--- config.mk ---
export PLATFORM = sky130hd
export DESIGN_NAME = rxc
export DESIGN_NICKNAME = d
export VERILOG_FILES = /design/src/rtl/rxc_pkg.sv /design/src/rtl/rxc_arb.sv /design/src/rtl/rxc.sv
export SDC_FILE = /design/constraint.sdc
export NUM_CORES = 1
export LEC_CHECK = 0
export ABC_AREA = 1
export BUFFER_PORTS_ARGS = -buffer_cell sky130_fd_sc_hd__buf_2
export CAP_MARGIN = 20
export CORE_MARGIN = 4
export CORE_UTILIZATION = 45
export DETAILED_ROUTE_END_ITERATION = 8
export PLACE_DENSITY = 0.7
export SETUP_SLACK_MARGIN = 0.2
export SYNTH_ARGS = -nofsm -noshare
export SYNTH_HDL_FRONTEND = slang
export SYNTH_HIERARCHICAL = 1
export SYNTH_SLANG_ARGS = --single-unit
--- constraint.sdc ---
create_clock -name clk -period 3.6 [get_ports clk]
set_clock_uncertainty 0.15 [all_clocks]
set_input_delay 0.36 -clock clk [delete_from_list [all_inputs] [get_ports clk]]
set_output_delay 0.36 -clock clk [all_outputs]
set_load 0.03 [all_outputs]
--- src/rtl/rxc_pkg.sv ---
// Shared definitions for the alink RX controller: state encoding, fill pattern, helpers.
// Build option ALINK_RXC_RR_EN selects round-robin arbitration (default: fixed priority).
package rxc_pkg;

    typedef enum logic [1:0] {
        ST_IDLE  = 2'b00,
        ST_GRANT = 2'b01,
        ST_RECV  = 2'b10,
        ST_FILL  = 2'b11
    } rxc_state_e;

    localparam int          PHY_NUM_DEF = 5;
    localparam logic [31:0] FILL_WORD   = 32'h0;

    function automatic logic [15:0] sat_inc16(input logic [15:0] v);
        return (v == 16'hFFFF) ? v : v + 16'd1;
    endfunction

endpackage

--- src/rtl/rxc_arb.sv ---
// One-hot winner select for the RX controller. With ALINK_RXC_RR_EN defined the search
// starts after the last granted PHY; otherwise the lowest candidate index wins.
module rxc_arb #(
    parameter int N = 5
) (
    input  logic         clk,
    input  logic         rst,
    input  logic         flush,
    input  logic [N-1:0] cand,
    input  logic         grant,
    output logic [N-1:0] win
);

`ifdef ALINK_RXC_RR_EN
    localparam int PW = (N > 1) ? $clog2(N) : 1;

    logic [PW-1:0]  ptr;
    logic [PW-1:0]  win_idx;
    logic [2*N-1:0] dbl;
    logic [2*N-1:0] dbl_w;
    logic [N-1:0]   rot;
    logic [N-1:0]   pick;

    // Rotate candidates so ptr sits at bit 0, take the lowest set bit, rotate back.
    always_comb begin
        dbl   = {cand, cand} >> ptr;
        rot   = dbl[N-1:0];
        pick  = rot & (~rot + 1'b1);
        dbl_w = {pick, pick} << ptr;
        win   = dbl_w[2*N-1:N];
    end

    always_comb begin
        win_idx = '0;
        for (int i = 0; i < N; i++) begin
            if (win[i]) win_idx = PW'(i);
        end
    end

    always_ff @(posedge clk) begin
        if (rst || flush) begin
            ptr <= '0;
        end else if (grant) begin
            ptr <= (win_idx == PW'(N - 1)) ? '0 : win_idx + 1'b1;
        end
    end
`else
    logic unused_arb;
    assign unused_arb = ^{clk, rst, flush, grant};
    assign win        = cand & (~cand + 1'b1);
`endif

endmodule

--- src/rtl/rxc.sv ---
// alink RX controller: grants one requesting PHY at a time into the shared RX FIFO and
// pads watchdog-cut frames with fill words. ALINK_RXC_RR_EN enables round-robin grants.
module rxc
    import rxc_pkg::*;
#(
    parameter int PHY_NUM  = PHY_NUM_DEF,
    parameter int RX_WORDS = 8,
    parameter int SPACE_W  = 10
) (
    input  logic               clk,
    input  logic               rst,
    input  logic               reg_flush,
    input  logic [PHY_NUM-1:0] reg_mask,
    input  logic [31:0]        reg_tout,
    input  logic [PHY_NUM-1:0] rx_phy_req,
    output logic [PHY_NUM-1:0] rx_phy_sel,
    output logic               rx_phy_start,
    input  logic               rx_phy_vld,
    input  logic [31:0]        rx_phy_dat,
    output logic               rx_phy_done,
    input  logic [SPACE_W-1:0] rx_fifo_space,
    output logic               rx_fifo_wr,
    output logic [31:0]        rx_fifo_dat,
    output logic [1:0]         cur_state,
    output logic [15:0]        rx_tout_cnt
);

    localparam int             CNT_W = $clog2(RX_WORDS + 1);
    localparam logic [SPACE_W:0] NEED = (SPACE_W + 1)'(RX_WORDS);

    rxc_state_e         state, state_nxt;
    logic [PHY_NUM-1:0] cand, win, sel_nxt;
    logic               start_nxt, done_nxt, wr_nxt, grant_go, last_word;
    logic [31:0]        dat_nxt, timer, timer_nxt;
    logic [32:0]        timer_inc;
    logic [CNT_W-1:0]   cnt, cnt_nxt;
    logic [15:0]        tout_nxt;

    assign cand      = rx_phy_req & reg_mask;
    assign cur_state = state;
    assign last_word = (cnt == CNT_W'(RX_WORDS - 1));
    assign timer_inc = {1'b0, timer} + 33'd1;

    rxc_arb #(.N(PHY_NUM)) u_arb (
        .clk   (clk),
        .rst   (rst),
        .flush (reg_flush),
        .cand  (cand),
        .grant (grant_go),
        .win   (win)
    );

    always_comb begin
        state_nxt = state;
        sel_nxt   = rx_phy_sel;
        start_nxt = 1'b0;
        done_nxt  = 1'b0;
        wr_nxt    = 1'b0;
        dat_nxt   = rx_fifo_dat;
        cnt_nxt   = cnt;
        timer_nxt = timer;
        tout_nxt  = rx_tout_cnt;
        grant_go  = 1'b0;
        case (state)
            // A pending write still has to show up in rx_fifo_space before we reserve again.
            ST_IDLE: begin
                if ((|cand) && ({1'b0, rx_fifo_space} >= NEED) && !rx_fifo_wr) begin
                    grant_go  = 1'b1;
                    sel_nxt   = win;
                    start_nxt = 1'b1;
                    state_nxt = ST_GRANT;
                end
            end
            ST_GRANT: begin
                cnt_nxt   = '0;
                timer_nxt = '0;
                state_nxt = ST_RECV;
            end
            ST_RECV: begin
                if (rx_phy_vld) begin
                    wr_nxt    = 1'b1;
                    dat_nxt   = rx_phy_dat;
                    cnt_nxt   = cnt + 1'b1;
                    timer_nxt = '0;
                    if (last_word) begin
                        done_nxt  = 1'b1;
                        sel_nxt   = '0;
                        state_nxt = ST_IDLE;
                    end
                end else begin
                    timer_nxt = timer_inc[32] ? timer : timer_inc[31:0];
                    if ((reg_tout != 32'd0) && (timer_inc >= {1'b0, reg_tout})) begin
                        state_nxt = ST_FILL;
                    end
                end
            end
            ST_FILL: begin
                wr_nxt  = 1'b1;
                dat_nxt = FILL_WORD;
                cnt_nxt = cnt + 1'b1;
                if (last_word) begin
                    done_nxt  = 1'b1;
                    sel_nxt   = '0;
                    tout_nxt  = sat_inc16(rx_tout_cnt);
                    state_nxt = ST_IDLE;
                end
            end
            default: state_nxt = ST_IDLE;
        endcase
    end

    always_ff @(posedge clk) begin
        if (rst || reg_flush) begin
            state        <= ST_IDLE;
            rx_phy_sel   <= '0;
            rx_phy_start <= 1'b0;
            rx_phy_done  <= 1'b0;
            rx_fifo_wr   <= 1'b0;
            rx_fifo_dat  <= '0;
            cnt          <= '0;
            timer        <= '0;
        end else begin
            state        <= state_nxt;
            rx_phy_sel   <= sel_nxt;
            rx_phy_start <= start_nxt;
            rx_phy_done  <= done_nxt;
            rx_fifo_wr   <= wr_nxt;
            rx_fifo_dat  <= dat_nxt;
            cnt          <= cnt_nxt;
            timer        <= timer_nxt;
        end
    end

    // The watchdog frame count survives a flush so software can still read it afterwards.
    always_ff @(posedge clk) begin
        if (rst) begin
            rx_tout_cnt <= '0;
        end else if (!reg_flush) begin
            rx_tout_cnt <= tout_nxt;
        end
    end

endmodule
==> Flow_metrics.wiki, run 1 <==
{| class="wikitable"
! Metric !! Value
|-
| Arrival time at the worst endpoint || 3.16 ns
|-
| Die height || 119.5 µm
|-
| CP Max Fanout || 4
|-
| Final Max Tran Viols || 0
|-
| Effective utilization at floorplan || 0.4621
|-
| Max-slew headroom || 0.3739
|-
| Summed negative setup slack over all endpoints || 0 ns
|-
| CTS tree || done
|-
| Cells after synthesis || 833
|-
| Hold-fix buffer count after cts || 0
|-
| Placed instance count || 1123
|-
| Number of antenna violations at the first check in global routing || 0
|-
| Share of cells above drive strength 1 || 0.1876
|-
| Kind of end point of the critical path || register
|-
| Overall die width || 119.5 µm
|-
| Top-Level Pins || 146
|-
| Maximum achievable frequency || 328.7 MHz
|-
| Core footprint || 12110 µm²
|-
| # DRC || 0
|-
| Crit path time final || 3.042 ns
|-
| Slew of the pin with the lowest slew margin || 0.9381 ns
|-
| Number of port buffers || 142
|-
| Routed Wire Length || 13.79 mm
|-
| Post-detailed-placement half-perimeter wirelength || 10.63 mm
|-
| Number of global-route vias before repair || 4967
|-
| Kind of start point of the critical path || register
|-
| Detailed Route Iter0 Violations || 395
|-
| Worst hold path type || input port to register
|-
| Final Cycle Share || 0.8451
|-
| Share of the core filled with cells in the final layout || 0.5565
|-
| Number of antenna repair diodes || 0
|-
| Max clock buf depth || 2
|-
| Clock Sink Count || 94
|-
| Post-CTS clock slew at the launch and capture registers of the worst setup and hold paths || 0.07 ns
|-
| Cell area after technology mapping || 5597 µm²
|-
| Synth Warn # || 6
|-
| First-pass GRT wire length || 22.69 mm
|-
| Critical Setup Path Class || register to register
|-
| Number of failing hold endpoints at the final stage || 0
|-
| Synthesized area per cell || 6.719 µm²
|-
| WL/cell || 12.12 µm
|-
| Residual antenna-violating net count after detailed routing || 0
|-
| Router iterations before antenna repair || 5
|-
| Clk_lat worst skew || 0.33 ns
|-
| Final global-route overflow total || 0
|-
| # nets final || 1089
|-
| Leakage dissipation || 3.130 nW
|-
| CTS H-tree lvls || 3
|-
| Count of maximum capacitance violations || 0
|-
| Number of vias after detailed routing || 5436
|-
| Total Power Consumption || 2.250 mW
|-
| Num CTS Buffers || 9
|-
| Row count || 40
|-
| Die outline area || 14290 µm²
|-
| Final GP Congestion || 0.8609
|-
| Final setup fails || 0
|-
| Power per Cell Area || 333.9 nW/µm²
|-
| Area Overhead vs Synth || 20.43%
|-
| Ratio of routed vias to standard cells || 4.777
|-
| Number of nets produced by synthesis || 956
|-
| Largest net degree at the start of global routing || 47
|-
| Clock Root Buffer || clkbuf_16
|-
| Run status || finished clean
|-
| Post-CTS Setup Inserts || 0
|-
| Critical path required time || 3.72 ns
|-
| Total GRT Usage || 0.1899
|-
| Non-Filler Instances || 1138
|-
| Number of gates resized after cts || 0
|-
| Peak supply drop || 288.4 µV
|-
| Unrepaired setup endpoints after global routing || false
|}
through the flow:
| stage | cell area [µm²] | hold slack [ns] | worst slack (ns) |
|---|---|---|---|
| 2_1_floorplan | 5597 | 0.2885 | 0.8389 |
| 3_3_place_gp | 6427 | 0.2954 | 0.6483 |
| 3_5_place_dp | 6427 | 0.2984 | 0.5906 |
| 4_1_cts | 6740 | 0.1038 | 0.5831 |
| 5_1_grt | 6740 | 0.1064 | 0.2753 |
| 6_report | 6740 | 0.1172 | 0.5577 |
worst paths after layout:
| kind | startpoint | endpoint | slack, ns | cells past startpoint |
|---|---|---|---|---|
| worst max-delay path | timer[1]$_SDFFE_PP0P_ | cur_state[0]$_SDFFE_PP0P_ | 0.56 | 19 |
| worst min-delay path | rx_phy_dat[26] | rx_fifo_dat[26]$_SDFFE_PP0P_ | 0.12 | 3 |
| worst max register to register | timer[1]$_SDFFE_PP0P_ | cur_state[0]$_SDFFE_PP0P_ | 0.56 | 19 |
| worst min register to register | rx_fifo_dat[25]$_SDFFE_PP0P_ | rx_fifo_dat[25]$_SDFFE_PP0P_ | 0.31 | 2 |
layout by cell type, fill, tap and decap left out, types with 3 or more instances in the layout:
cell type,instances
nand2_1,257
buf_2,142
inv_1,110
dfxtp_1,94
a21oi_1,85
nor2_1,68
ha_1,35
xor2_1,27
nor3_1,22
o21ai_0,22
nand3_1,19
nand4_1,17
nor4_1,10
clkbuf_16,9
xnor2_1,8
buf_4,4
nor2_4,3
inv_2,3
nor3_2,3
nor3b_1,3
a21oi_2,3
sequential cells by signal (all words and copies together) (netlist names):
register,cells
rx_phy_sel,5
rx_fifo_dat,32
timer,32
cnt,4
rx_fifo_wr,1
rx_phy_start,1
rx_tout_cnt,16
cur_state,2
rx_phy_done,1
critical path, stage by stage, from the launching register on:
cell,delay [ns]
dfxtp_1,0.38
ha_1,0.21
nand2_2,0.08
nor2_4,0.17
nand3_2,0.16
nor2_1,0.18
buf_4,0.16
nand3_1,0.10
xor2_1,0.20
ha_1,0.31
nand2_1,0.07
inv_1,0.07
nand2_1,0.05
nor3_1,0.19
nand3_1,0.10
nand3_1,0.09
nor2_1,0.04
nand2_1,0.06
nand2_1,0.08
a21oi_1,0.12
power breakdown:
group	total [mW]	internal, mW	switching, mW
Clock	1.01	0.608	0.404
Sequential	1.05	1.05	0.00479
Combinational	0.187	0.0698	0.117
routing by layer:
layer	vias to the layer above	part of all wire	GRT usage
li1	2925	-	-
met1	2386	0.47	0.2515
met2	117	0.46	0.3097
met3	8	0.059	0.05137
met4	0	0.0078	0.04438
met5	-	0	0
layout make-up:
type | instances | area, µm²
clock buffers | 10 | 229.0
flip-flops and latches | 94 | 1882
well taps | 168 | 210.2
clock inverters | 5 | 83.83
inverters | 113 | 424.2
repair buffers | 146 | 740.7
fillers | 1245 | 5371
multi-input cells | 602 | 3171
No activity file was read; power rests on OpenSTA's default activity.
==> run 2, diff against run 1 <==
- PLACE_DENSITY: 0.7 -> 0.72
- clock period: 3.6 -> 2.7 ns (I/O delays scaled with it)
==> Flow_metrics.wiki, run 2 (synthesis results as in run 1) <==
{| class="wikitable"
! Metric !! Value
|-
| Unrepaired setup endpoints after global routing || true (was false)
|-
| Final Cycle Share || 1.040 (was 0.8451)
|-
| Final global-route overflow total || 0 (unchanged)
|-
| Overall die width || 119.5 µm (unchanged)
|-
| Number of vias after detailed routing || 5780 (was 5436)
|-
| Count of maximum capacitance violations || 0 (unchanged)
|-
| Power per Cell Area || 402.8 nW/µm² (was 333.9 nW/µm²)
|-
| Storage cell area || 1897 µm² (was 1882 µm²)
|-
| Residual antenna-violating net count after detailed routing || 0 (unchanged)
|-
| Critical path required time || 2.77 ns (was 3.72 ns)
|-
| Min-Delay Path Depth || 3 (unchanged)
|-
| Max-slew headroom || 0.6278 (was 0.3739)
|-
| Clock network power share || 0.450 (about the same)
|-
| Gate power share || 0.089 (was 0.083)
|-
| Setup slack of the worst register-to-register path || -0.11 ns (was 0.56 ns)
|-
| Die height || 119.5 µm (unchanged)
|-
| Total Power Consumption || 3.031 mW (was 2.250 mW)
|-
| Startpoint of the tightest hold check path || rx_phy_dat[14] (was rx_phy_dat[26])
|-
| Cell area after layout || 7523 µm² (was 6740 µm²)
|-
| Number of antenna violations at the first check in global routing || 1 (was 0)
|-
| Kind of end point of the critical path || register (unchanged)
|-
| Filler instances || 1186 (was 1245)
|-
| Max clock buf depth || 2 (unchanged)
|-
| Row count || 40 (unchanged)
|-
| Arrival time at the worst endpoint || 2.88 ns (was 3.16 ns)
|-
| Area Overhead vs Synth || 34.43% (was 20.43%)
|-
| Routed Wire Length || 15.11 mm (was 13.79 mm)
|-
| Number of port buffers || 142 (unchanged)
|-
| Number of global-route vias before repair || 5509 (was 4967)
|-
| Sw Share || 0.2569 (was 0.2336)
|-
| # DRC || 0 (unchanged)
|-
| Largest registers || rx_fifo_dat: 32 flops, timer: 32 flops, rx_tout_cnt: 16 flops (unchanged)
|-
| Clk_lat worst skew || 0.34 ns (was 0.33 ns)
|-
| Critical Setup Path Class || register to register (unchanged)
|-
| Run status || complete, but fails checks (was finished clean)
|-
| Share of cells above drive strength 1 || 0.2903 (was 0.1876)
|-
| Share of the core filled with cells in the final layout || 0.6212 (was 0.5565)
|-
| CTS tree || done (unchanged)
|-
| Num CTS Buffers || 9 (unchanged)
|-
| Maximum achievable frequency || 356.1 MHz (was 328.7 MHz)
|-
| Die outline area || 14290 µm² (unchanged)
|-
| Peak supply drop || 408.1 µV (was 288.4 µV)
|-
| Most common library cell in the layout ignoring fill and taps || nand2_1 (unchanged)
|-
| Slowest CP cell || dfxtp_4 (was dfxtp_1)
|-
| Capture instance of the worst register-to-register path || cur_state[0]$_SDFFE_PP0P_ (unchanged)
|-
| Crit path time final || 2.808 ns (was 3.042 ns)
|-
| Clock Sink Count || 94 (unchanged)
|-
| Number of failing hold endpoints at the final stage || 0 (unchanged)
|-
| CTS H-tree lvls || 3 (unchanged)
|-
| Core footprint || 12110 µm² (unchanged)
|-
| Top-Level Pins || 146 (unchanged)
|-
| Post-CTS clock slew at the launch and capture registers of the worst setup and hold paths || 0.07 ns (about the same)
|-
| Setup ws final || -0.1081 ns (was 0.5577 ns)
|-
| Leading cell types in the layout, fill and taps excluded || nand2_1, buf_2, inv_1 (unchanged)
|-
| End of the worst hold path || rx_fifo_dat[14]$_SDFFE_PP0P_ (was rx_fifo_dat[26]$_SDFFE_PP0P_)
|-
| Placed instance count || 1176 (was 1123)
|-
| Final-layout worst hold slack || 0.02507 ns (was 0.1172 ns)
|-
| Ordered list of cells on the worst path || ha_4 > nand2_2 > nor2_4 > nand3_4 > nor2_4 > nand2_2 > nor2_2 > xor2_1 > inv_1 > ha_4 > nand2_2 > inv_1 > o21ai_1 > nand2_1 > nand2_1 > nand2_1 > nand2_1 > nand3_1 > nor2_1 > nand2_1 > nand2_2 > a21oi_2 (was ha_1 > nand2_2 > nor2_4 > nand3_2 > nor2_1 > buf_4 > nand3_1 > xor2_1 > ha_1 > nand2_1 > inv_1 > nand2_1 > nor3_1 > nand3_1 > nand3_1 > nor2_1 > nand2_1 > nand2_1 > a21oi_1)
|-
| Ratio of routed vias to standard cells || 4.793 (was 4.777)
|-
| First-pass GRT wire length || 24.54 mm (was 22.69 mm)
|-
| Clock Root Buffer || clkbuf_16 (unchanged)
|-
| Net switching power || 0.7785 mW (was 0.5257 mW)
|-
| Crit-path most repeated cell || nand2_1 (unchanged)
|-
| Final GP Congestion || 0.9023 (was 0.8609)
|-
| Total GRT Usage || 0.2037 (was 0.1899)
|-
| Worst hold path type || input port to register (unchanged)
|-
| Non-Filler Instances || 1206 (was 1138)
|-
| Total area of multi-input combinational cells || 3410 µm² (was 3171 µm²)
|-
| CP Max Fanout || 4 (unchanged)
|-
| Post-detailed-placement half-perimeter wirelength || 11.22 mm (was 10.63 mm)
|-
| Violations in the final reports || negative setup slack
|-
| Router iterations before antenna repair || 5 (unchanged)
|-
| Kind of start point of the critical path || register (unchanged)
|-
| Leakage dissipation || 3.560 nW (was 3.130 nW)
|-
| Final setup fails || 1 (was 0)
|-
| WL/cell || 12.53 µm (was 12.12 µm)
|-
| Largest net degree at the start of global routing || 41 (was 47)
|-
| Detailed Route Iter0 Violations || 369 (was 395)
|-
| Worst-case reg-to-reg path depth || 22 (was 19)
|-
| Hold-fix buffer count after cts || 0 (unchanged)
|-
| Final Max Tran Viols || 0 (unchanged)
|-
| Effective utilization at floorplan || 0.4621 (unchanged)
|-
| Biggest cell delay along the critical path || 0.37 ns (was 0.38 ns)
|-
| Int Power || 2.252 mW (was 1.725 mW)
|-
| Instance area at placement || 6878 µm² (was 6427 µm²)
|-
| Reg2Reg Launch Point || timer[0]$_SDFFE_PP0P_ (was timer[1]$_SDFFE_PP0P_)
|-
| Portion of total power attributed to sequential cells || 0.462 (was 0.467)
|-
| Slew of the pin with the lowest slew margin || 0.5524 ns (was 0.9381 ns)
|-
| # nets final || 1155 (was 1089)
|}
## run 2: per-stage QoR
step	worst slack, ns	TNS [ns]
2_1_floorplan	0.1232	0
3_3_place_gp	-0.07970	-0.07970
3_5_place_dp	-0.1074	-0.1074
4_1_cts	0.01014	0
5_1_grt	-0.3031	-0.3031
6_report	-0.1081	-0.1081
## run 2: power by group through the flow
stage / logic (mW) / registers [mW] / clock network [mW]
2_1_floorplan: 0.138 / 1.45 / 0
3_3_place_gp: 0.259 / 1.43 / 0
3_5_place_dp: 0.261 / 1.43 / 0
4_1_cts: 0.265 / 1.40 / 1.39
5_1_grt: 0.303 / 1.40 / 1.45
6_report: 0.269 / 1.40 / 1.36
## run 2: how the worst max path moves through the flow
stage / from / end
after floorplan: timer[0]$_SDFFE_PP0P_ / cur_state[0]$_SDFFE_PP0P_
after global placement: timer[3]$_SDFFE_PP0P_ / cur_state[0]$_SDFFE_PP0P_
after detailed placement: timer[3]$_SDFFE_PP0P_ / cur_state[0]$_SDFFE_PP0P_
after CTS: timer[4]$_SDFFE_PP0P_ / cur_state[0]$_SDFFE_PP0P_
after global routing: timer[1]$_SDFFE_PP0P_ / cur_state[0]$_SDFFE_PP0P_
final: timer[0]$_SDFFE_PP0P_ / cur_state[0]$_SDFFE_PP0P_
## run 2: critical path: cells and delay by family (launching register included)
| kind | cells | cell delay [ns] |
|---|---|---|
| compound gates | 2 | 0.17 |
| buf+inv | 2 | 0.14 |
| flops | 1 | 0.37 |
| fa+ha+maj | 2 | 0.36 |
| simple gates | 15 | 1.31 |
| xor+xnor | 1 | 0.16 |
## run 2: timing repair
item / in CTS / in global routing
gates resized for setup: 23 / 29
buffers inserted: 5 / 8
pin swaps: 11 / 22
endpoints found under the setup margin: 1 / 1
## run 2: routing by layer
layer,wire [µm],up-vias,share of wire,track usage
met5,0,-,0,0
met4,165,0,0.011,0.04724
met3,656,10,0.043,0.04100
met2,7601,107,0.50,0.3545
met1,6685,2600,0.44,0.2601
li1,-,3063,-,-
## run 2: cell type report
class                           count  area share
Sequential cell                    94      0.2521
Tap cell                          168     0.02794
Inverter                          113     0.05638
Antenna cell                        1   0.0003326
Timing Repair Buffer              212      0.1665
Clock buffer                        9     0.02994
Clock inverter                      7     0.01364
Multi-Input combinational cell    602      0.4532
==> run 3, diff against run 2 <==
==> constraint.sdc (replaced) <==
create_clock -name clk -period 2.7 [get_ports clk]
set_clock_uncertainty 0.15 [all_clocks]
set_input_delay 0.135 -clock clk [delete_from_list [all_inputs] [get_ports clk]]
set_output_delay 0.135 -clock clk [all_outputs]
set_load 0.03 [all_outputs]
==> Flow_metrics.wiki, run 3 (synthesis results as in run 1) <==
{| class="wikitable"
! Metric !! Value
|-
| Run status || complete, but fails checks (unchanged)
|-
| Violations in the final reports || negative setup slack (unchanged)
|-
| Top-Level Pins || 146 (unchanged)
|-
| Count of maximum capacitance violations || 0 (unchanged)
|-
| Share of cells above drive strength 1 || 0.2679 (was 0.2903)
|-
| Maximum achievable frequency || 364.7 MHz (was 356.1 MHz)
|-
| Setup ws final || -0.04161 ns (was -0.1081 ns)
|-
| Unrepaired setup endpoints after global routing || true (unchanged)
|-
| Portion of total power attributed to sequential cells || 0.471 (was 0.462)
|-
| Max clock buf depth || 2 (unchanged)
|-
| Post-CTS clock slew at the launch and capture registers of the worst setup and hold paths || 0.07 ns (about the same)
|-
| WL/cell || 12.73 µm (was 12.53 µm)
|-
| Router iterations before antenna repair || 5 (unchanged)
|-
| Arrival time at the worst endpoint || 2.86 ns (was 2.88 ns)
|-
| Worst-case setup slack after placement || -0.06012 ns (was -0.1074 ns)
|-
| Number of global-route vias before repair || 5599 (was 5509)
|-
| Final GP Congestion || 0.8752 (was 0.9023)
|-
| Capture instance of the worst register-to-register path || cur_state[0]$_SDFFE_PP0P_ (unchanged)
|-
| Clk_lat worst skew || 0.33 ns (was 0.34 ns)
|-
| Number of port buffers || 142 (unchanged)
|-
| Clock Root Buffer || clkbuf_16 (unchanged)
|-
| Leakage dissipation || 3.633 nW (was 3.560 nW)
|-
| Gate power share || 0.104 (was 0.089)
|-
| Slew of the pin with the lowest slew margin || 0.5810 ns (was 0.5524 ns)
|-
| Post-detailed-placement half-perimeter wirelength || 11.05 mm (was 11.22 mm)
|-
| Int Power || 2.208 mW (was 2.252 mW)
|-
| Effective utilization at floorplan || 0.4621 (unchanged)
|-
| Clock network power share || 0.425 (was 0.450)
|-
| Most common library cell in the layout ignoring fill and taps || nand2_1 (unchanged)
|-
| Placed instance count || 1170 (was 1176)
|-
| CP Max Fanout || 3 (was 4)
|-
| Final Cycle Share || 1.015 (was 1.040)
|-
| Leading cell types in the layout, fill and taps excluded || nand2_1, buf_2, inv_1 (unchanged)
|-
| Area Overhead vs Synth || 38.12% (was 34.43%)
|-
| Ratio of routed vias to standard cells || 4.848 (was 4.793)
|-
| CTS tree || done (unchanged)
|-
| Core footprint || 12110 µm² (unchanged)
|-
| Number of antenna repair diodes || 0 (was 1)
|-
| Num CTS Buffers || 9 (unchanged)
|-
| Critical path required time || 2.82 ns (was 2.77 ns)
|-
| Number of vias after detailed routing || 5953 (was 5780)
|-
| Crit path time final || 2.742 ns (was 2.808 ns)
|-
| Worst hold path type || input port to register (unchanged)
|-
| Storage cell area || 1899 µm² (was 1897 µm²)
|-
| Clock Sink Count || 94 (unchanged)
|-
| Max-slew headroom || 0.6091 (was 0.6278)
|-
| Power per Cell Area || 384.4 nW/µm² (was 402.8 nW/µm²)
|-
| Min-Delay Path Depth || 5 (was 3)
|-
| Overall die width || 119.5 µm (unchanged)
|-
| Startpoint of the tightest hold check path || reg_tout[27] (was rx_phy_dat[14])
|-
| Sw Share || 0.2568 (was 0.2569)
|-
| Largest registers || rx_fifo_dat: 32 flops, timer: 32 flops, rx_tout_cnt: 16 flops (unchanged)
|-
| Detailed Route Iter0 Violations || 473 (was 369)
|-
| Die outline area || 14290 µm² (unchanged)
|-
| First-pass GRT wire length || 25.41 mm (was 24.54 mm)
|-
| Number of antenna violations at the first check in global routing || 0 (was 1)
|-
| Final setup fails || 1 (unchanged)
|-
| Final Max Tran Viols || 0 (unchanged)
|-
| Residual antenna-violating net count after detailed routing || 0 (unchanged)
|-
| Kind of start point of the critical path || register (unchanged)
|-
| Reg2Reg Launch Point || timer[1]$_SDFFE_PP0P_ (was timer[0]$_SDFFE_PP0P_)
|-
| Setup slack of the worst register-to-register path || -0.04 ns (was -0.11 ns)
|-
| Total GRT Usage || 0.2105 (was 0.2037)
|-
| Kind of end point of the critical path || register (unchanged)
|-
| # nets final || 1178 (was 1155)
|-
| Worst-case reg-to-reg path depth || 19 (was 22)
|-
| Total area of multi-input combinational cells || 3363 µm² (was 3410 µm²)
|-
| Non-Filler Instances || 1228 (was 1206)
|-
| Routed Wire Length || 15.63 mm (was 15.11 mm)
|-
| Net switching power || 0.7631 mW (was 0.7785 mW)
|-
| Filler instances || 1103 (was 1186)
|-
| CTS H-tree lvls || 3 (unchanged)
|-
| Die height || 119.5 µm (unchanged)
|-
| Row count || 40 (unchanged)
|-
| Number of failing hold endpoints at the final stage || 0 (unchanged)
|-
| # DRC || 0 (unchanged)
|-
| Final global-route overflow total || 0 (unchanged)
|-
| Critical Setup Path Class || register to register (unchanged)
|-
| Largest net degree at the start of global routing || 47 (was 41)
|-
| Total Power Consumption || 2.971 mW (was 3.031 mW)
|-
| End of the worst hold path || cur_state[0]$_SDFFE_PP0P_ (was rx_fifo_dat[14]$_SDFFE_PP0P_)
|-
| Peak supply drop || 454.3 µV (was 408.1 µV)
|}
[run 3: cell count changes in the layout (fill, tap and decap cells not counted), sizes merged]
cell and change:
dlygate4sd3 +35, diode -1, bufinv -1, clkinv -1, clkinvlp +2, buf -12
inv -1, clkbuf +1
[run 3: layer usage]
layer,track usage,vias up,wire length [µm]
met5,0,-,0
met4,0.04510,0,208
met3,0.04760,21,784
met2,0.3711,152,7804
met1,0.2631,2676,6836
li1,-,3104,-
[run 3: critical path, cell delays in order, from the launching register on]
cell     delay [ns]
dfxtp_4        0.37
ha_4           0.14
nand2_2        0.06
nor2_4         0.16
nand3_4        0.11
nor2_4         0.17
buf_6          0.12
nand3_2        0.09
xor2_2         0.21
ha_1           0.31
nand2_2        0.08
inv_2          0.06
nand2_1        0.05
nor3_2         0.16
nand3_1        0.09
nand3_1        0.08
nor2_1         0.04
nand2_1        0.07
nand2_2        0.07
a21oi_2        0.10
[run 3: cell type report]
class / count / share of cell area
multi-input combinational: 602 / 0.4351
tap: 168 / 0.02719
timing repair buffer: 235 / 0.1978
sequential: 94 / 0.2457
clock buffer: 10 / 0.03092
inverter: 113 / 0.05487
clock inverter: 6 / 0.008417
[run 3: metrics by stage]
step                      setup TNS (ns)  cell area (µm²)  utilization  hold slack, ns
after floorplan                        0             5637            -         0.06347
after global placement          -0.02612             6833       0.5642          0.2402
after detailed placement        -0.06012             6833       0.5642          0.2435
after CTS                              0             7567       0.6248         0.09746
after global routing             -0.2519             7730       0.6382          0.1223
final                           -0.04161             7730       0.6382          0.1079
[run 3: power groups by stage]
stage               Clock [mW]  Sequential (mW)  Combinational, mW
finish                    1.26             1.40              0.310
global route              1.35             1.40              0.346
CTS                       1.30             1.40              0.300
detailed placement           0             1.43              0.260
global placement             0             1.43              0.258
floorplan                    0             1.45              0.138
[run 3: worst max-delay path by stage]
stage                                 startpoint                   endpoint  slack [ns]  cells past startpoint
after floorplan            timer[0]$_SDFFE_PP0P_  cur_state[0]$_SDFFE_PP0P_        0.12                     22
after global placement     timer[3]$_SDFFE_PP0P_  cur_state[0]$_SDFFE_PP0P_       -0.03                     18
after detailed placement  timer[24]$_SDFFE_PP0P_  cur_state[0]$_SDFFE_PP0P_       -0.06                     21
after CTS                  timer[4]$_SDFFE_PP0P_  cur_state[0]$_SDFFE_PP0P_        0.03                     22
after global routing       timer[1]$_SDFFE_PP0P_  cur_state[0]$_SDFFE_PP0P_       -0.25                     19
final                      timer[1]$_SDFFE_PP0P_  cur_state[0]$_SDFFE_PP0P_       -0.04                     19
[run 3: timing repair]
action / in CTS / in global routing
resized for setup: 15 / 34
hold buffers: 35 / 0
buffers inserted: 3 / 4
endpoints found under the setup margin: 1 / 1
endpoints found under the hold margin: 41 / 0
pin swaps: 6 / 28
